===== config.mk =====
export PLATFORM = sky130hd
export DESIGN_NAME = seq_div16_8_flat
export DESIGN_NICKNAME = d
export VERILOG_FILES = /design/src/rtl/seq_div16_8_if.sv /design/src/rtl/seq_div16_8.sv /design/src/flat_wrapper.sv
export SDC_FILE = /design/constraint.sdc
export NUM_CORES = 1
export LEC_CHECK = 0
export ABC_AREA = 1
export ABC_CLOCK_PERIOD_IN_PS = 1900
export CAP_MARGIN = 20
export CELL_PAD_IN_SITES_DETAIL_PLACEMENT = 1
export CELL_PAD_IN_SITES_GLOBAL_PLACEMENT = 1
export CORE_ASPECT_RATIO = 0.5
export CORE_MARGIN = 4
export CORE_UTILIZATION = 38
export CTS_CLUSTER_SIZE = 10
export DETAILED_ROUTE_END_ITERATION = 16
export MAX_ROUTING_LAYER = met4
export PLACE_DENSITY = 0.88
export RECOVER_POWER = 100
export SLEW_MARGIN = 20
export SYNTH_ARGS = -nofsm -noshare
export SYNTH_HDL_FRONTEND = slang
export SYNTH_SLANG_ARGS = --single-unit
export TNS_END_PERCENT = 20

===== constraint.sdc =====
create_clock -name clk -period 1.9 [get_ports clk]
set_input_delay 0.19 -clock clk [delete_from_list [all_inputs] [get_ports clk]]
set_output_delay 0.19 -clock clk [all_outputs]
set_load 0.05 [all_outputs]

===== src/rtl/seq_div16_8_if.sv =====
// Handshake bundle for the sequential divider: operand side and result side,
// each with its own valid/ready pair.
interface seq_div16_8_if #(
  parameter int DW = 16,
  parameter int VW = 8
);
  logic          in_valid;
  logic          in_ready;
  logic [DW-1:0] dividend;
  logic [VW-1:0] divisor;
  logic          out_valid;
  logic          out_ready;
  logic [DW-1:0] quotient;
  logic [VW-1:0] remainder;
  logic          div_zero;

  modport master (
    output in_valid, dividend, divisor, out_ready,
    input  in_ready, out_valid, quotient, remainder, div_zero
  );

  modport slave (
    input  in_valid, dividend, divisor, out_ready,
    output in_ready, out_valid, quotient, remainder, div_zero
  );
endinterface


===== src/rtl/seq_div16_8.sv =====
// Restoring divider: DW-bit dividend by VW-bit divisor, one quotient bit per clock.
// state | meaning
// IDLE  | waiting for an operand handshake
// BUSY  | DW shift/subtract iterations
// DONE  | result presented until the consumer takes it
module seq_div16_8 #(
  parameter int DW = 16,
  parameter int VW = 8
) (
  input  logic          clk,
  input  logic          rst,
  seq_div16_8_if.slave  bus
);
  localparam int CW = $clog2(DW);

  typedef enum logic [1:0] {IDLE, BUSY, DONE} state_t;

  state_t        state_q, state_d;
  logic [DW-1:0] q_q, q_d;
  logic [VW:0]   r_q, r_d;
  logic [VW-1:0] d_q, d_d;
  logic [CW-1:0] cnt_q, cnt_d;
  logic [DW-1:0] quo_q, quo_d;
  logic [VW-1:0] rem_q, rem_d;
  logic          dz_q, dz_d;

  logic [VW:0]   trial;
  logic [VW:0]   diff;
  logic          fits;

  // The trial value is one bit wider than the divisor so the compare never overflows.
  assign trial = {r_q[VW-1:0], q_q[DW-1]};
  assign diff  = trial - {1'b0, d_q};
  assign fits  = (trial >= {1'b0, d_q});

  always_comb begin
    state_d = state_q;
    q_d     = q_q;
    r_d     = r_q;
    d_d     = d_q;
    cnt_d   = cnt_q;
    quo_d   = quo_q;
    rem_d   = rem_q;
    dz_d    = dz_q;
    unique case (state_q)
      IDLE: begin
        if (bus.in_valid) begin
          q_d   = bus.dividend;
          d_d   = bus.divisor;
          r_d   = '0;
          cnt_d = CW'(DW - 1);
          dz_d  = 1'b0;
          if (bus.divisor == '0) begin
            quo_d   = '1;
            rem_d   = bus.dividend[VW-1:0];
            dz_d    = 1'b1;
            state_d = DONE;
          end else begin
            state_d = BUSY;
          end
        end
      end
      BUSY: begin
        r_d   = fits ? diff : trial;
        q_d   = {q_q[DW-2:0], fits};
        cnt_d = cnt_q - 1'b1;
        if (cnt_q == '0) begin
          quo_d   = q_d;
          rem_d   = r_d[VW-1:0];
          state_d = DONE;
        end
      end
      DONE: begin
        if (bus.out_ready) state_d = IDLE;
      end
      default: state_d = IDLE;
    endcase
  end

  always_ff @(posedge clk) begin
    if (rst) begin
      state_q <= IDLE;
      q_q     <= '0;
      r_q     <= '0;
      d_q     <= '0;
      cnt_q   <= '0;
      quo_q   <= '0;
      rem_q   <= '0;
      dz_q    <= 1'b0;
    end else begin
      state_q <= state_d;
      q_q     <= q_d;
      r_q     <= r_d;
      d_q     <= d_d;
      cnt_q   <= cnt_d;
      quo_q   <= quo_d;
      rem_q   <= rem_d;
      dz_q    <= dz_d;
    end
  end

  // Result registers are separate from the shift registers so outputs hold across the next operation.
  assign bus.in_ready  = (state_q == IDLE);
  assign bus.out_valid = (state_q == DONE);
  assign bus.quotient  = quo_q;
  assign bus.remainder = rem_q;
  assign bus.div_zero  = dz_q;
endmodule


===== src/flat_wrapper.sv =====
// flat-port wrapper written by rule: the top's interface ports become plain ports
module seq_div16_8_flat 
#(
  parameter int DW = 16,
  parameter int VW = 8
)
  (clk, rst, bus_in_valid, bus_dividend, bus_divisor, bus_out_ready, bus_in_ready, bus_out_valid, bus_quotient, bus_remainder, bus_div_zero);
  seq_div16_8_if #(.DW(DW), .VW(VW)) bus_i ();
  input  logic clk;
  input  logic rst;
  input wire logic [$bits(bus_i.in_valid)-1:0] bus_in_valid;
  input wire logic [$bits(bus_i.dividend)-1:0] bus_dividend;
  input wire logic [$bits(bus_i.divisor)-1:0] bus_divisor;
  input wire logic [$bits(bus_i.out_ready)-1:0] bus_out_ready;
  output wire logic [$bits(bus_i.in_ready)-1:0] bus_in_ready;
  output wire logic [$bits(bus_i.out_valid)-1:0] bus_out_valid;
  output wire logic [$bits(bus_i.quotient)-1:0] bus_quotient;
  output wire logic [$bits(bus_i.remainder)-1:0] bus_remainder;
  output wire logic [$bits(bus_i.div_zero)-1:0] bus_div_zero;
  assign bus_i.in_valid = bus_in_valid;
  assign bus_i.dividend = bus_dividend;
  assign bus_i.divisor = bus_divisor;
  assign bus_i.out_ready = bus_out_ready;
  assign bus_in_ready = bus_i.in_ready;
  assign bus_out_valid = bus_i.out_valid;
  assign bus_quotient = bus_i.quotient;
  assign bus_remainder = bus_i.remainder;
  assign bus_div_zero = bus_i.div_zero;
  seq_div16_8 #(.DW(DW), .VW(VW)) u_core (.clk(clk), .rst(rst), .bus(bus_i));
endmodule

# Yosys cells after proc, flatten, opt, wreduce, memory -nomap -nowiden
# Cells that the tools add are included.
# classes
add_sub_neg	2
mul	0
div_mod_pow	0
n_lt_le_gt_ge	1
eq_ne	6
shifts	0
muxes	21
bitwise_logic	0
reduce_logical	8
# op_table
cell	count
$mux 16	4
$pmux 16 s2	2
$mux 8	5
$pmux 8 s2	2
$ge 9x8->1	1
$logic_not 8->1	1
$mux 2	4
$pmux 4 s2	1
$sub 8x8->8	1
$pmux 2 s3	1
$logic_not 4->1	1
$mux 4	1
$ne 2x1->1 const B	2
$ne 2x2->1 const B	2
$reduce_and 2->1	2
$reduce_and 4->1	1
$sub 4x1->4 const B	1
$reduce_and 3->1	1
$eq 2x1->1 const B	1
$eq 2x2->1 const B	1
$logic_not 2->1	1
$reduce_bool 2->1	1
$mux 1	1
# word_totals
regBits	63
latch_bits	0
ramBits	0
romBits	0
in_bits	28
output_inout_bits	27
elab_cells	46
n_memories	0

# Longest topological paths before layout
# Gate-level depths: netlist of the first run.
# logic_depth
word_depth	4
depth_mapped	13
ltp_nobuf	13

# Worst setup path before layout of the first run
# Ideal clock, no wire load.
# synth_path
kind	register to register
from	register u_core.d_q[6]
to	register u_core.r_q[7]
setup_time_ns	0.057
arrival_time_ns	1.633
required_ns	1.843
slack_ns	0.211
path_stages_with_launch	12
n_path_buf	0
period_less_slack_ns	1.689
path_cell_list	dfxtp_1 > inv_1 > ha_1 > nand2_1 > nand2_1 > nand2_1 > nand2_1 > a21oi_1 > nand4_1 > nand3_1 > nand2_1 > inv_1
# synth_between
elab_chain_len	3
elab_cells_between_ends	4
classes_between	add/sub: 1; order compare: 1; mux: 2
# synth_lines
element	line	source
start: declaration	seq_div16_8.sv:21	logic [VW-1:0] d_q, d_d;
start signal: assignment	seq_div16_8.sv:85	d_q <= '0;
start signal: assignment	seq_div16_8.sv:94	d_q <= d_d;
$sub 8x8->8 / $ge 9x8->1 (equally long branches)	seq_div16_8.sv:33, seq_div16_8.sv:34	
$mux 8 (*)	seq_div16_8.sv:64	r_d = fits ? diff : trial;
$pmux 8 s2 (*)	seq_div16_8.sv:45	unique case (state_q)
end signal: assignment	seq_div16_8.sv:93	r_q <= r_d;
end: declaration	seq_div16_8.sv:20	logic [VW:0] r_q, r_d;
# Mark *: on every way between the ends. The rest lies on a longest branch, timed or not.
# A chain may end at the register's enable or synchronous reset.

# Worst setup path in the final report of the first run
# layout_path
from	register u_core.d_q[7]
to	register u_core.rem_q[3], in the netlist u_core.bus.remainder[3]
# layout_between
elab_chain_len	4
# layout_lines
element	line	source
$ge 9x8->1	seq_div16_8.sv:34	assign fits = (trial >= {1'b0, d_q});
$mux 8	seq_div16_8.sv:64	
$mux 8	seq_div16_8.sv:67	if (cnt_q == '0) begin
$pmux 8 s2	seq_div16_8.sv:45	
end signal: assignment	seq_div16_8.sv:97	rem_q <= rem_d;
end: declaration	seq_div16_8.sv:24	logic [VW-1:0] rem_q, rem_d;
# Every way passes these cells. The select of a mux whose other input is x is not followed.

==> results.md, run 1 <==
- Post-Syn Nets: between 500 and 600
- Clock Latency Late Sink: ~330 ps
- RSZ-0062 raised after global routing: yes
- Mapped cell area: roughly 3300 um^2
- CP Capture Type: register
- Area occupied by registers: around 1300 um^2
- Worst-path fanout max: 9
- Sequential area share after synthesis: between 30 and 40%
- Initial DRC count: 147
- Die H: approximately 74 um
- Drt wl/cell: around 16 um
- I/O pin count: 55
- Post-DRT Antenna Nets: 0
- Unique masters post-synth: 27
- Max-slew headroom: ~64%
- Vias in the first global route: around 3700
- Nets: about 580
- Syn Inst Count: a little under 500
- WP data required: between 2000 and 2500 ps
- Final period utilization: slightly below 100%
- Critical path class: reg -> reg
- First-pass GRT wire length: around 18 mm
- Critical path's top delay family: simple AND/OR/NAND/NOR gates
- Slew Limit Fails: 0
- Starting density of the core: 39.9%
- Number of diodes: 0
- DP HPWL: 7.33 mm
- Via count: 3396
- Filler cell count: about 1000
- GR Util All Layers: a little under a quarter
- First-pass DRT Iterations: 4
- Area of the core: about 8000 um^2
- Outcome: completed
- Max-Cap Viols: 0
- Clock sink count: between 60 and 70
- Worst path arrival time: roughly 2100 ps
- Final setup viols: 0
- Initial antenna violation count: 0
- Worst hold-check path type: reg -> reg
- Setup Fix Bufs, Post-CTS: 0
- Largest net degree at the start of global routing: 31
- Die ar.: ~10000 um^2
- Multi-input gate area: between 1500 and 2000 um^2
- Crit path top cell by count: nand3_1
- Reg clk slew, reported paths: around 50 ps
- Routed WL: 10.8 mm
- CTS Root Cell: clkbuf_16
- Layout area overhead: 34.7%
- FP Rows: 23
- Slowest CP cell: ha_2
- Utilization after layout: between 50 and 60%
- Peak VDD IR: about 0.50 mV
- Hold-fix buffers, CTS: 0
- RD Place Congestion: between 0.8 and 0.9
- Ys Warns: 0
- Startpoint types: register
- Worst Max-Slew Pin Slew: ~540 ps
- Worst Skew: about 5.4 ps
- Post-route DRC: 0
- FF+latch count, synth: 63
- Critical-path cell list: inv_1, ha_2, nand2_1, nor2_1, nand3_1, nand4_1, buf_6, nand3_1, nand3_1, nand2_1, inv_1
- Max Fclk: around 540 MHz
- Syn Area/Cell: approximately 6.8 um^2
- Drt via density: 5.14
- Cts bufs inserted: 9
- CP max stage delay: 390 ps
- Maximum clock path buffer count: 2
- Hold Violations, Final: 0
- TNS Setup: 0 ps
- PwrDens: roughly 1200 nW/um^2
- Min Tclk post-route: 1840 ps
- Share of layout cells above drive strength 1: 12.6%
- TritonCTS clock tree: done
- Static leakage: a little over 0.002 uW
- Die X: roughly 140 um
- Max H-tree Level: 3
- Buffers on Ports: 54
- CP bufs+invs: 3
- Grt ovf: 0
-- area by class of cell --
type / count / area share, %
Inverter: 82 / 6.98
Tap cell: 112 / 3.18
Sequential cell: 63 / 28.7
Clock buffer: 11 / 5.50
Multi-Input combinational cell: 316 / 38.7
Clock inverter: 5 / 1.30
Timing Repair Buffer: 72 / 15.7
-- registers in the layout (all words and copies together), names as in the netlist --
register	cells
u_core.r_q	8
u_core.bus.quotient	16
u_core.bus.div_zero	1
u_core.d_q	8
u_core.cnt_q	4
u_core.bus.remainder	8
u_core.q_q	16
u_core.state_q	2
-- stage by stage --
stage | power, uW | hold WS [ps] | worst slack (ps) | instances | cell area (um^2)
floorplan | 2700 | 325 | 211 | 482 | 3280
global placement | 3220 | 434 | 59.7 | 645 | 4000
detailed placement | 3280 | 444 | -24.7 | 645 | 4000
CTS | 5000 | 456 | 0.312 | 661 | 4320
global route | 5380 | 469 | -43.3 | 661 | 4410
finish | 5090 | 451 | 61.8 | 661 | 4410
-- logic make-up (layout without fill, tap and decap cells) --
kind of cell             count (synthesis)  count (layout)  share of synthesized area (%)
AO/OA/AOI/OAI                           93              93                           15.7
XOR/XNOR                                 3               3                          0.802
adder cells (fa/ha/maj)                 10              10                           4.05
buffers and inverters                  103             170                           12.5
flip-flops                              63              63                           38.5
AND/OR/NAND/NOR                        210             210                           28.5
-- placed cells by master (no fill, tap or decap) --
master           count
a21oi_1             39
a21oi_2              2
a31oi_1              8
buf_12               1
buf_4               17
buf_6                2
bufinv_16            1
clkbuf_1             1
clkbuf_16            9
clkbuf_8             1
clkdlybuf4s50_1     52
clkinv_2             1
clkinvlp_4           3
dfxtp_1             60
dfxtp_2              3
fa_2                 1
ha_1                 2
ha_2                 1
ha_4                 6
inv_1               78
inv_2                4
nand2_1             90
nand2_2              1
nand3_1             31
nand3_2              2
nand4_1             11
nor2_1              53
nor2_2               1
nor2_4               3
nor2_8               1
nor3_1               1
o211a_1              6
o21ai_0             36
o21ai_1              1
o21ai_2              1
or2_1                8
or2_2                8
xnor2_1              3
-- cells in the mapped netlist, drive strengths merged --
cell | number | area [um^2]
a21oi | 41 | 209
a31oi | 8 | 50.1
buf | 11 | 65.1
clkbuf | 10 | 37.5
dfxtp | 63 | 1260
fa | 1 | 20.0
ha | 9 | 113
inv | 82 | 308
nand2 | 91 | 344
nand3 | 33 | 165
nand4 | 11 | 68.8
nor2 | 58 | 249
nor3 | 1 | 5.00
o211a | 6 | 60.1
o21ai | 38 | 194
or2 | 16 | 100
xnor2 | 3 | 26.3
-- worst min-delay path: stages (launching register included) --
cell and delay (ps):
dfxtp_1 310, inv_1 50, a21oi_1 50
-- power breakdown --
| group | internal (uW) | switching [uW] |
|---|---|---|
| sequential | 1490 | 118 |
| clock | 1050 | 602 |
| combinational | 679 | 1150 |
| total | 3220 | 1870 |
-- worst paths after layout --
kind	endpoint	cells after the start	slack (ps)	startpoint
worst max-delay path	u_core.bus.remainder[3]	11	60	u_core.d_q[7]
worst min-delay path	u_core.bus.quotient[7]	2	450	u_core.bus.quotient[7]
worst max register to register	u_core.bus.remainder[3]	11	60	u_core.d_q[7]
worst min register to register	u_core.bus.quotient[7]	2	450	u_core.bus.quotient[7]
-- layer usage --
layer | GRT usage [%] | part of all wire, %
met1 | 26.7 | 45
met2 | 38.3 | 49
met3 | 7.09 | 4.1
met4 | 6.29 | 1.7
met5 | - | 0
-- what timing repair did --
item                       4_1_cts  5_1_grt
resized for setup                2       19
pin swaps                        0        2
setup endpoints to repair        8       17
Power figures use the tool's default switching activity.
==> inputs of run 2 (changes only) <==
--- a/config.mk
+++ b/config.mk
@@ -8,13 +8,14 @@
 export ABC_AREA = 1
 export ABC_CLOCK_PERIOD_IN_PS = 1900
 export CAP_MARGIN = 20
-export CELL_PAD_IN_SITES_DETAIL_PLACEMENT = 1
+export CELL_PAD_IN_SITES_DETAIL_PLACEMENT = 0
 export CELL_PAD_IN_SITES_GLOBAL_PLACEMENT = 1
 export CORE_ASPECT_RATIO = 0.5
 export CORE_MARGIN = 4
 export CORE_UTILIZATION = 38
 export CTS_CLUSTER_SIZE = 10
 export DETAILED_ROUTE_END_ITERATION = 16
+export GPL_ROUTABILITY_DRIVEN = 0
 export MAX_ROUTING_LAYER = met4
 export PLACE_DENSITY = 0.88
 export RECOVER_POWER = 100
==> run 2 against run 1 <==
  * Non-clock buffer count stayed put
  * Highest routed layer unchanged
  * Setup slack gained 55 ps
  * Register-to-register slack better by 50 ps
  * Count of clock-buffer cells in the layout decreased by 1
  * Critical path type unchanged
==> results.md, run 2 (synthesis results as in run 1) <==
- Slowest CP cell: ha_1
- Final period utilization: 93.9% (-2.9 points)
- Max-slew headroom: 60.3% (-3.7 points)
- Static leakage: 0.00211 uW (+3.6%)
- Clock Latency Late Sink: 330 ps (about the same)
- Die H: 73.7 um (unchanged)
- Met2 Routed Length: 3.55 mm (-33%)
- Hold Violations, Final: 0 (unchanged)
- Max H-tree Level: 3 (unchanged)
- Resize count post-CTS: 0 (-2)
- Post-route DRC: 0 (unchanged)
- Number of diodes: 0 (unchanged)
- Share of layout cells above drive strength 1: 9.84% (-2.7 points)
- Filler cell count: 822 (-22%)
- Drt via density: 4.77 (-7.2%)
- WP data required: 2130 ps (-50 ps)
- Grt ovf: 0 (unchanged)
- Die X: 139 um (unchanged)
- Post-route setup slack: 116 ps (+54.5 ps)
- Post-DRT Antenna Nets: 0 (unchanged)
- Initial DRC count: 177 (+20%)
- Critical-path cell list: inv_1, ha_1, nand2_1, inv_1, nand2_1, nand2_1, nand2_1, nand4_1, buf_4, nand3_1, nand3_1, nand2_1, inv_1
- I/O pin count: 55 (unchanged)
- Crit path top cell by count: nand2_1
- Most common cell after layout, fill and taps aside: nand2_1
- Reg clk slew, reported paths: 50 ps (about the same)
- Initial antenna violation count: 0 (unchanged)
- Hold-fix buffers, CTS: 0 (unchanged)
- TNS Setup: 0 ps (unchanged)
- Critical path class: reg -> reg
- CP max stage delay: 330 ps (-60 ps)
- Drt wl/cell: 12.5 um (-24%)
- GR Util All Layers: 17.2% (-5.6 points)
- First-pass GRT wire length: 13.7 mm (-24%)
- M1 wire length: 4.35 mm (-11%)
- Finished Layout Cells: 661 (unchanged)
- Largest net degree at the start of global routing: 31 (unchanged)
- Starting density of the core: 39.9% (unchanged)
- PwrDens: 1140 nW/um^2 (-1.3%)
- Min Tclk post-route: 1780 ps (-54.5 ps)
- Nets: 582 (unchanged)
- Worst hold-check path type: reg -> reg
- Layout area overhead: 32.4%
- Cts bufs inserted: 9 (unchanged)
- Via count: 3151 (-7.2%)
- Area of the core: 8200 um^2 (unchanged)
- Buffers on Ports: 54 (unchanged)
- Clock sink count: 63 (unchanged)
- Peak VDD IR: 0.537 mV (+7.4%)
- First-pass DRT Iterations: 5 (+1)
- Worst path arrival time: 2010 ps (-110 ps)
- CP Capture Type: register
- Hold_ws: 436 ps (-15.0 ps)
- Vias in the first global route: 2881 (-21%)
- Maximum clock path buffer count: 2 (unchanged)
- CTS Root Cell: clkbuf_16
- Tot Pwr: 4930 uW (-3.0%)
- Placed Instances: 645 (unchanged)
- Pre-CTS setup slack: 76.7 ps (+101 ps)
- Die ar.: 10300 um^2 (unchanged)
- FP Rows: 23 (unchanged)
- Worst-path fanout max: 9 (unchanged)
- Slew Limit Fails: 0 (unchanged)
- Worst Max-Slew Pin Slew: 598 ps (+60.5 ps)
- Wire length on met3: 260 um (-42%)
- Final setup viols: 0 (unchanged)
- Routed WL: 8.27 mm (-24%)
- Max Fclk: 561 MHz (+3.1%)
- Setup Fix Bufs, Post-CTS: 0 (unchanged)
- Startpoint types: register
- Max-Cap Viols: 0 (unchanged)
- Commonest non-fill, non-tap cells in the layout: nand2_1 (91), inv_1 (79), dfxtp_1 (63)
- Top sig layer: met4
- DP HPWL: 6.02 mm (-18%)
- Worst Skew: 6.25 ps (+0.819 ps)
- Outcome: completed
- TritonCTS clock tree: done
[run 2: cell types whose count changed in the layout (fill, tap and decap cells not counted), moves of 2 or more]
| cell | before | now |
|---|---|---|
| clkbuf_1 | 1 | 4 |
| clkinvlp_4 | 3 | 0 |
| buf_4 | 17 | 14 |
| nand3_2 | 2 | 0 |
| buf_6 | 2 | 0 |
| dfxtp_1 | 60 | 63 |
| nand3_1 | 31 | 33 |
| dlygate4sd3_1 | 0 | 25 |
| ha_4 | 6 | 3 |
| ha_1 | 2 | 4 |
| dfxtp_2 | 3 | 0 |
| clkdlybuf4s50_1 | 52 | 27 |
| clkinv_2 | 1 | 3 |
[run 2: metrics by stage]
| stage | util, % | area, um^2 |
|---|---|---|
| finish | 52.9 | 4340 |
| global route | 52.9 | 4340 |
| CTS | 52.5 | 4310 |
| detailed placement | 48.7 | 4000 |
| global placement | 48.7 | 4000 |
| floorplan | - | 3280 |
[run 2: path summary, 6_finish.rpt]
kind | to | slack [ps] | cells past startpoint | startpoint
max | u_core.bus.remainder[7] | 120 | 13 | u_core.d_q[3]
min | u_core.bus.quotient[2] | 440 | 2 | u_core.bus.quotient[2]
max reg2reg | u_core.bus.remainder[7] | 120 | 13 | u_core.d_q[3]
min reg2reg | u_core.bus.quotient[2] | 440 | 2 | u_core.bus.quotient[2]
[run 2: critical path, delay by kind of cell (launching register included)]
kind                       cells  cell delay [ps]
buffers and inverters          4              320
and+or+nand+nor                8              740
DFF                            1              300
adders and majority gates      1              330
[run 2: area by class of cell]
| class | count | area (um^2) | share of cell area [%] |
|---|---|---|---|
| clock buffer | 10 | 229 | 5.28 |
| clock inverter | 6 | 83.8 | 1.93 |
| inverter | 82 | 308 | 7.10 |
| multi-input combinational | 316 | 1650 | 37.9 |
| sequential | 63 | 1260 | 29.1 |
| tap | 112 | 140 | 3.23 |
| timing repair buffer | 72 | 669 | 15.4 |
[run 2: where the power goes]
| part | internal [uW] | switching [uW] |
|---|---|---|
| clock | 1140 | 587 |
| sequential | 1490 | 97.8 |
| combinational | 602 | 1020 |
| total | 3230 | 1700 |
[run 2: layer usage]
metal / global-route usage (%) / up-vias
li1: - / 1663
met1: 22.8 / 1429
met2: 25.5 / 50
met3: 4.94 / 9
met4: 5.10 / 0
met5: - / -
==> inputs of run 3 (changes only) <==
--- a/config.mk
+++ b/config.mk
@@ -6,7 +6,6 @@
 export NUM_CORES = 1
 export LEC_CHECK = 0
 export ABC_AREA = 1
-export ABC_CLOCK_PERIOD_IN_PS = 1900
 export CAP_MARGIN = 20
 export CELL_PAD_IN_SITES_DETAIL_PLACEMENT = 0
 export CELL_PAD_IN_SITES_GLOBAL_PLACEMENT = 1
==> results of run 3 <==
Final layout, timing and power as in run 2 (identical DEF).
